<file path="config.mk">
export PLATFORM = sky130hd
export DESIGN_NAME = led_result_driver_flat
export DESIGN_NICKNAME = d
export VERILOG_FILES = /design/src/rtl/led_pkg.sv /design/src/rtl/led_result_driver_if.sv /design/src/rtl/led_channel.sv /design/src/rtl/led_result_driver.sv /design/src/flat_wrapper.sv
export SDC_FILE = /design/constraint.sdc
export NUM_CORES = 1
export LEC_CHECK = 0
export ABC_CLOCK_PERIOD_IN_PS = 3200
export BUFFER_PORTS_ARGS = -buffer_cell sky130_fd_sc_hd__buf_2
export CAP_MARGIN = 20
export CORE_UTILIZATION = 40
export CTS_BUF_LIST = sky130_fd_sc_hd__clkbuf_8
export CTS_CLUSTER_DIAMETER = 60
export DETAILED_ROUTE_END_ITERATION = 10
export GPL_TIMING_DRIVEN = 0
export PLACE_DENSITY = 0.63
export SYNTH_ARGS = -nofsm -noshare
export SYNTH_HDL_FRONTEND = slang
export SYNTH_SLANG_ARGS = --single-unit
</file>
<file path="constraint.sdc">
create_clock -name clk -period 3.2 [get_ports clk]
set_input_delay 0.32 -clock clk [delete_from_list [all_inputs] [get_ports clk]]
set_output_delay 0.32 -clock clk [all_outputs]
set_load 0.05 [all_outputs]
</file>
<file path="src/rtl/led_pkg.sv">
// led_pkg: shared definitions for the LED result driver.
//   led_mode_t : display mode encoding (DIRECT, LATCH, STRETCH, BLINK)
//   cnt_width  : bits needed to hold a counter value 0..max_val (minimum 1)
package led_pkg;

  typedef enum logic [1:0] {
    LED_MODE_DIRECT  = 2'd0,
    LED_MODE_LATCH   = 2'd1,
    LED_MODE_STRETCH = 2'd2,
    LED_MODE_BLINK   = 2'd3
  } led_mode_t;

  function automatic int cnt_width(input int max_val);
    return (max_val < 1) ? 1 : $clog2(max_val + 1);
  endfunction

endpackage

</file>
<file path="src/rtl/led_result_driver_if.sv">
// led_result_driver_if: result bus from the trading logic into the LED driver.
//   result       : result word, low NUM_LEDS bits drive the LEDs
//   result_valid : qualifies result
//   mode         : display mode (led_pkg::led_mode_t encoding)
//   clear        : clears latched and stretched state
// modport master drives the bus, modport slave is the LED driver side.
interface led_result_driver_if #(
  parameter int RESULT_W = 32
) ();

  logic [RESULT_W-1:0] result;
  logic                result_valid;
  logic [1:0]          mode;
  logic                clear;

  modport master (output result, output result_valid, output mode, output clear);
  modport slave  (input  result, input  result_valid, input  mode, input  clear);

endinterface

</file>
<file path="src/rtl/led_channel.sv">
// led_channel: one LED channel -- sticky flag, stretch counter and the
// registered output mux.
//   clk, rst_n : clock, synchronous active-low reset
//   set        : valid event on this channel's result bit
//   clr        : clear strobe (external clear or mode change)
//   mode_q     : registered display mode
//   phase      : shared blink phase
//   res_bit    : this channel's bit of the captured result
//   led        : registered LED drive
module led_channel
  import led_pkg::*;
#(
  parameter int STRETCH_CYCLES = 50_000_000
) (
  input  logic      clk,
  input  logic      rst_n,
  input  logic      set,
  input  logic      clr,
  input  led_mode_t mode_q,
  input  logic      phase,
  input  logic      res_bit,
  output logic      led
);

  localparam int            CW       = cnt_width(STRETCH_CYCLES);
  localparam logic [CW-1:0] CNT_LOAD = CW'(STRETCH_CYCLES);

  logic          sticky;
  logic [CW-1:0] cnt;

  always_ff @(posedge clk) begin
    if (!rst_n) begin
      sticky <= 1'b0;
      cnt    <= '0;
      led    <= 1'b0;
    end else begin
      // A new event always beats a clear arriving in the same cycle.
      if (set)      sticky <= 1'b1;
      else if (clr) sticky <= 1'b0;

      if (set)                 cnt <= CNT_LOAD;
      else if (clr)            cnt <= '0;
      else if (cnt != '0)      cnt <= cnt - 1'b1;

      // The output reflects state from the previous edge, giving one cycle
      // from the valid edge to the LED in every mode.
      case (mode_q)
        LED_MODE_DIRECT:  led <= res_bit;
        LED_MODE_LATCH:   led <= sticky;
        LED_MODE_STRETCH: led <= (cnt != '0);
        default:          led <= res_bit & phase;
      endcase
    end
  end

endmodule

</file>
<file path="src/rtl/led_result_driver.sv">
// led_result_driver: drives NUM_LEDS board LEDs from the low bits of the
// result bus in one of four display modes (direct, sticky latch, pulse
// stretch, blink), so short result events stay visible to a human.
//   clk      : system clock
//   rst_n    : synchronous active-low reset
//   bus      : result bus (slave side): result, result_valid, mode, clear
//   GPIO_LED : registered active-high LED drive
module led_result_driver
  import led_pkg::*;
#(
  parameter int RESULT_W       = 32,
  parameter int NUM_LEDS       = 8,
  parameter int STRETCH_CYCLES = 50_000_000,
  parameter int BLINK_HALF     = 25_000_000
) (
  input  logic                 clk,
  input  logic                 rst_n,
  led_result_driver_if.slave   bus,
  output logic [NUM_LEDS-1:0]  GPIO_LED
);

  localparam int            PW        = cnt_width(BLINK_HALF - 1);
  localparam logic [PW-1:0] PRESC_TOP = PW'(BLINK_HALF - 1);

  logic [NUM_LEDS-1:0] res_q;
  led_mode_t           mode_q;
  logic [PW-1:0]       presc;
  logic                phase;
  logic                mode_chg;

  assign mode_chg = (led_mode_t'(bus.mode) != mode_q);

  // Capture stage: result word, mode and free-running blink timebase.
  // The prescaler never restarts on a mode change so blink timing stays
  // continuous across modes.
  always_ff @(posedge clk) begin
    if (!rst_n) begin
      res_q  <= '0;
      mode_q <= LED_MODE_DIRECT;
      presc  <= '0;
      phase  <= 1'b0;
    end else begin
      if (bus.result_valid) res_q <= bus.result[NUM_LEDS-1:0];
      mode_q <= led_mode_t'(bus.mode);
      if (presc == PRESC_TOP) begin
        presc <= '0;
        phase <= ~phase;
      end else begin
        presc <= presc + 1'b1;
      end
    end
  end

  // Output stage: one channel per LED.
  for (genvar i = 0; i < NUM_LEDS; i++) begin : g_ch
    led_channel #(
      .STRETCH_CYCLES (STRETCH_CYCLES)
    ) u_ch (
      .clk     (clk),
      .rst_n   (rst_n),
      .set     (bus.result_valid & bus.result[i]),
      .clr     (bus.clear | mode_chg),
      .mode_q  (mode_q),
      .phase   (phase),
      .res_bit (res_q[i]),
      .led     (GPIO_LED[i])
    );
  end

  // Result bits above the LED count have no channel.
  if (NUM_LEDS < RESULT_W) begin : g_hi
    logic unused_hi;
    assign unused_hi = ^bus.result[RESULT_W-1:NUM_LEDS];
  end

endmodule

</file>
<file path="src/flat_wrapper.sv">
// flat-port wrapper written by rule: the top's interface ports become plain ports
module led_result_driver_flat import led_pkg::*;
#(
  parameter int RESULT_W       = 32,
  parameter int NUM_LEDS       = 8,
  parameter int STRETCH_CYCLES = 50_000_000,
  parameter int BLINK_HALF     = 25_000_000
)
  (clk, rst_n, GPIO_LED, bus_result, bus_result_valid, bus_mode, bus_clear);
  led_result_driver_if #(.RESULT_W(RESULT_W)) bus_i ();
  input  logic clk;
  input  logic rst_n;
  output logic [NUM_LEDS-1:0] GPIO_LED;
  input wire logic [$bits(bus_i.result)-1:0] bus_result;
  input wire logic [$bits(bus_i.result_valid)-1:0] bus_result_valid;
  input wire logic [$bits(bus_i.mode)-1:0] bus_mode;
  input wire logic [$bits(bus_i.clear)-1:0] bus_clear;
  assign bus_i.result = bus_result;
  assign bus_i.result_valid = bus_result_valid;
  assign bus_i.mode = bus_mode;
  assign bus_i.clear = bus_clear;
  led_result_driver #(.RESULT_W(RESULT_W), .NUM_LEDS(NUM_LEDS), .STRETCH_CYCLES(STRETCH_CYCLES), .BLINK_HALF(BLINK_HALF)) u_core (.clk(clk), .rst_n(rst_n), .bus(bus_i), .GPIO_LED(GPIO_LED));
endmodule
</file>
After elaboration in Yosys (flattened, before gate mapping). Cells that the tools add are included.

Flip-flop bits (word level): 260. Bits of input ports: 38. Output and inout bits: 8. Word-level logic and storage cells: 143.

Add/subtract/negate cells: 9. Equality and inequality tests: 4. Muxes and demuxes: 41. Bitwise operators: 19. Reduce and logical (&&, ||, !) cells: 34.

Operators by type and width (number): $mux 26 (24); $reduce_bool 26->1 (8); $sub 26x1->26 const B (8); $add 25x1->25 const B (1); $eq 25x25->1 const B (1); $pmux 1 s3 (8); $reduce_bool 3->1 (8); $reduce_or 3->1 (8); $and 1x1->1 (16); $reduce_bool 2->1 (8); $mux 1 (9); $eq 2x1->1 const B (1); $eq 2x2->1 const B (1); $logic_not 2->1 (1); $ne 2x2->1 (1); $not 1->1 (2); $reduce_or 2->1 (1); $or 1x1->1 (1).

Longest topological paths before layout.
Depth after elaboration: 4. Gate-level depth with buffers: 10. Gate-level depth less buffers: 7.

Hierarchy. A second synthesis with hierarchy kept.

Cell total of the unflattened synthesis: 1505. Area total of the unflattened synthesis: 12934.9 µm².

Modules (own cells, without submodules): led_channel (times used 8, cells each 166, area an instance 1411.4 µm², seq. area each 560.5 µm²); led_result_driver (times used 1, cells each 177, area an instance 1644.1 µm², seq. area each 720.7 µm²).

Worst setup path before layout. No wires, ideal clock.

Path type: register -> register. From: register u_core.g_ch[3].u_ch.cnt[0]. To: register u_core.g_ch[3].u_ch.cnt[12]. Library setup time: 0.130 ns. Arrival time: 2.353 ns. Required time: 3.070 ns. Setup slack: 0.717 ns. Cell stages (with the launch flop): 10. Path buffers: 2. Period minus slack after synthesis: 2.483 ns. Cell sequence: dfxtp_1 inv_1 ha_1 or3b_2 or4_4 buf_6 or4_4 nand2_2 buf_6 o21ai_1.

Word-level cells in the longest chain between the ends: 4. Elaborated cells between the ends (all ways): 6. Those cells by class: 1 x add/sub; 3 x mux; 2 x reduce/logical.

Ends and longest elaborated chain: from (decl) (RTL line led_channel.sv:29) `logic [CW-1:0] cnt;`; from (signal assigned) (RTL line led_channel.sv:43) `else if (cnt != '0) cnt <= cnt - 1'b1;`; $sub 26x1->26 (RTL line led_channel.sv:43); $mux 26 (RTL line led_channel.sv:43); $mux 26 (RTL line led_channel.sv:42) `else if (clr) cnt <= '0;`; $mux 26 (RTL line led_channel.sv:41) `if (set) cnt <= CNT_LOAD;`.

Several ways; a longest one is shown, not always the timed one. The select of a mux whose other input is x is not followed. A chain may end at the register's enable or synchronous reset.

Worst setup path in the final report.
From: input port bus_mode[0]. To: register u_core.g_ch[3].u_ch.cnt[9].

Word-level cells in the longest chain between the ends: 3.

Ends and longest elaborated chain: from (decl) (RTL line flat_wrapper.sv:16) `input wire logic [$bits(bus_i.mode)-1:0] bus_mode;`; $ne 2x2->1 (RTL line led_result_driver.sv:31) `assign mode_chg = (led_mode_t'(bus.mode) != mode_q);`; $or 1x1->1 (RTL line led_result_driver.sv:62) `.clr (bus.clear | mode_chg),`; $reduce_or 3->1 (no line).

No other way between the ends.

==> impl_metrics.toml <==
[run_status]
status = "complete, no violations"

[power_and_ir_drop]
p_int_uw = 5930
power_switching_uw = 2590
power_density_nw_per_um2 = 623
clockPowerShare_pct = 35.8
p_seq_share_pct = 41.6
power_frac_comb_pct = 22.6
peakVddDrop_mv = 0.366
sw_frac_of_total_pct = 30.4
power_leakage_uw = 0.00553

[global_routing]
antenna_found_initial = 0
grt_pass1_vias = 9570
grt_usage_pct = 17.3
grt_pass1_wl_um = 45200
grt_overflow = 0
grt_start_max_net_pins = 13

[layout]
multi_input_area_sq_um = 6530
drive_gt1_share_pct = 8.95
fill_cells = 2874
area_growth_pct = 12.6
diodes = 0
postLayoutCellArea_sq_um = 13700
nets = 1524
regArea_sq_um = 5200
fin_cells = 1898

[clocking]
ctsHtreeMaxLevel = 2
cts_buffers = 46
cts_tree = "built"
cts.sinks = 260
cts.reportedPaths.clkPinSlew_ns = 0.05
root_buffer = "clkbuf_8"
clk_latency_ns = 0.57
cts_buffer_depth = 3
cts_setup_buffers = 0

[run]
max-cap-violations = 0

[timing]
whs_ns = 0.0532
tightestPinTransition_ns = 1.07
skew_ns = 0.0167
setup_slack_ns = 0.398
rsz0062_at_grt = "no"
fmax_mhz = 357
timing.slew.headroom_pct = 28.2
fin_crit_sh_pct = 87.6
period_needed_ns = 2.80
slew_viol_final = 0
setup_viol = 0
finalSetupTns_ns = 0
hold_violations = 0

[worst_setup_path]
critical_path.max_stage_delay_ns = 0.57
timing.rr.end = "u_core.g_ch[3].u_ch.cnt[5]$_SDFFE_PP0N_"
end_kind = "flip-flop"
critPathArrivalTime_ns = 3.30
cp-start-kind = "input pin"
reg2reg_from = "u_core.g_ch[3].u_ch.cnt[0]$_SDFFE_PP0N_"
worst_path_max_delay_cell = "or4_1"
crit_type = "input pin to flip-flop"
crit_required_ns = 3.69
rr_worst_depth = 9
path_cells = "dlygate4sd3_1, buf_2, xnor2_1, and3_1, clkbuf_1, clkbuf_2, nand2_1, or4_1, nand2_1"
cp_common_cell = "nand2_1"
rrSetupSlack_ns = 0.40
cp_max_fo = 10

[min_path]
whs_path_depth = 2
hp-class = "input pin to flip-flop"
min_to = "u_core.mode_q[1]$_SDFF_PN0_"
hold_start = "bus_mode[1]"

[yosys]
synthTopCellsByArea = "dfxtp_1, xor2_1, xnor2_1"
synth_area_leader_cell = "dfxtp_1"
synth_seq_area_share_pct = 42.9
ys_ff_latch = 260
synth_edf_count = 0
syn_inst = 1405
async_flop_share_pct = 0
yosysMostFrequentCell = "dfxtp_1"
synth.cell_area_sq_um = 12100
avgSynthCellArea_sq_um = 8.63
synth.top_cell.area_share_pct = 42.9
synth.top_cells.by_count = "dfxtp_1, nor2_1, o21ai_0"
yosysWarnings = 0
synthesis.nets = 1453
ys.flop_type = "dfxtp_1"
yosysUniqueCellTypes = 59

[floorplan]
die_h_um = 176
die_area_sq_um = 31000
initial_core_util_pct = 40.8
num_rows = 63
ios = 46
coreArea_sq_um = 29700
die_x_um = 176

[placement]
dp_hpwl_um = 17900
dp.cells = 1816
gp_congestion = 0.789
post-place-ws_ns = 0.0554
dpl_cell_area_sq_um = 12700
portBuffers = 20

[detailed_routing]
postRouteAntennaNets = 0
wl_per_cell_um = 13.9
drt_iter0_markers = 503
viasPerCell = 5.27
vias = 10000
firstDrtPassIters = 5
totalWireLength_um = 26400
remaining_drc_errors = 0
## power by group through the flow
stage | Clock (uW) | Combinational [uW] | Sequential [uW]
2_1_floorplan | 0 | 1580 | 3570
3_3_place_gp | 0 | 1890 | 3600
3_5_place_dp | 0 | 1920 | 3600
4_1_cts | 3150 | 1940 | 3540
5_1_grt | 3280 | 2180 | 3560
6_report | 3050 | 1930 | 3540
## kinds of logic after synthesis
| group | count (synthesis) | synth area share, % |
|---|---|---|
| adders and majority gates | 10 | 1.03 |
| AOI/OAI and AO/OA | 247 | 12.0 |
| DFF | 260 | 42.9 |
| muxes | 9 | 0.743 |
| xor gates and xnor gates | 179 | 12.9 |
| buffers and inverters | 87 | 3.28 |
| and+or+nand+nor | 613 | 27.1 |
## worst max path at each step
stage,start,endpoint,slack (ns),cells after the start
4_1_cts,bus_mode[0],u_core.g_ch[3].u_ch.cnt[9]$_SDFFE_PP0N_,0.07,9
3_3_place_gp,bus_mode[0],u_core.g_ch[3].u_ch.cnt[9]$_SDFFE_PP0N_,0.11,8
6_report,bus_mode[0],u_core.g_ch[3].u_ch.cnt[9]$_SDFFE_PP0N_,0.40,9
5_1_grt,u_core.g_ch[4].u_ch.cnt[6]$_SDFFE_PP0N_,u_core.g_ch[4].u_ch.cnt[17]$_SDFFE_PN0P_,0.04,7
2_1_floorplan,u_core.g_ch[3].u_ch.cnt[0]$_SDFFE_PP0N_,u_core.g_ch[3].u_ch.cnt[12]$_SDFFE_PN0P_,0.72,9
3_5_place_dp,bus_mode[1],u_core.g_ch[3].u_ch.cnt[9]$_SDFFE_PP0N_,0.06,8
## critical path: cells and delay by family
family	cells	cell delay [ns]
xor+xnor	1	0.21
buf+inv	4	1.61
simple gates	4	1.16
## per-layer routing
layer / global-route usage [%] / share of wire, %
met5: 0 / 0
met4: 5.72 / 2.3
met2: 28.3 / 45
met3: 2.82 / 3.3
met1: 23.0 / 50
## final cells by class
type	count	share of cell area, %
repair buffers	23	0.879
inverters	17	0.467
flip-flops and latches	260	38.1
clock buffers	58	5.84
well taps	390	3.57
plain buffers	70	2.45
clock inverters	22	0.898
multi-input cells	1058	47.8
## state kept, by name, summed over array words and instances (netlist names)
name,count
u_core.g_ch.u_ch.cnt,208
u_core.g_ch.u_ch.led,8
u_core.g_ch.u_ch.sticky,8
u_core.mode_q,2
u_core.phase,1
u_core.presc,25
u_core.res_q,8
## per-stage QoR
step           util, %  total power [uW]
2_1_floorplan        -              5150
3_3_place_gp      42.8              5490
3_5_place_dp      42.8              5520
4_1_cts           46.0              8620
5_1_grt           46.0              9030
6_report          46.0              8520
## cell usage in the layout, fill, tap and decap left out, drive strengths merged, types with 3 or more instances in the layout
master  count
o211ai     13
a211oi     11
or2        12
inv        35
or4        48
mux2i       9
a21boi     23
xor2       94
nand3      52
and2       10
xnor2      85
nand4      19
nor4       55
and3        9
or3b        5
o21ai     133
nor3b       7
a222oi      3
o31ai       9
nor2      168
or4b        3
a22oi       6
or3        35
and4        3
nor4bb      3
nand2      74
dfxtp     260
nand4b      7
a21oi      34
nand3b     10
ha         10
clkbuf    106
nor3       52
buf        44
nor2b      15
nand2b     21
o41ai       4
## timing repair
action | CTS | global route
hold buffers | 1 | 0
endpoints found under the setup margin | 0 | 1
endpoints found under the hold margin | 1 | 0
gates resized for setup | 0 | 2
No activity file was read; power rests on OpenSTA's default activity.
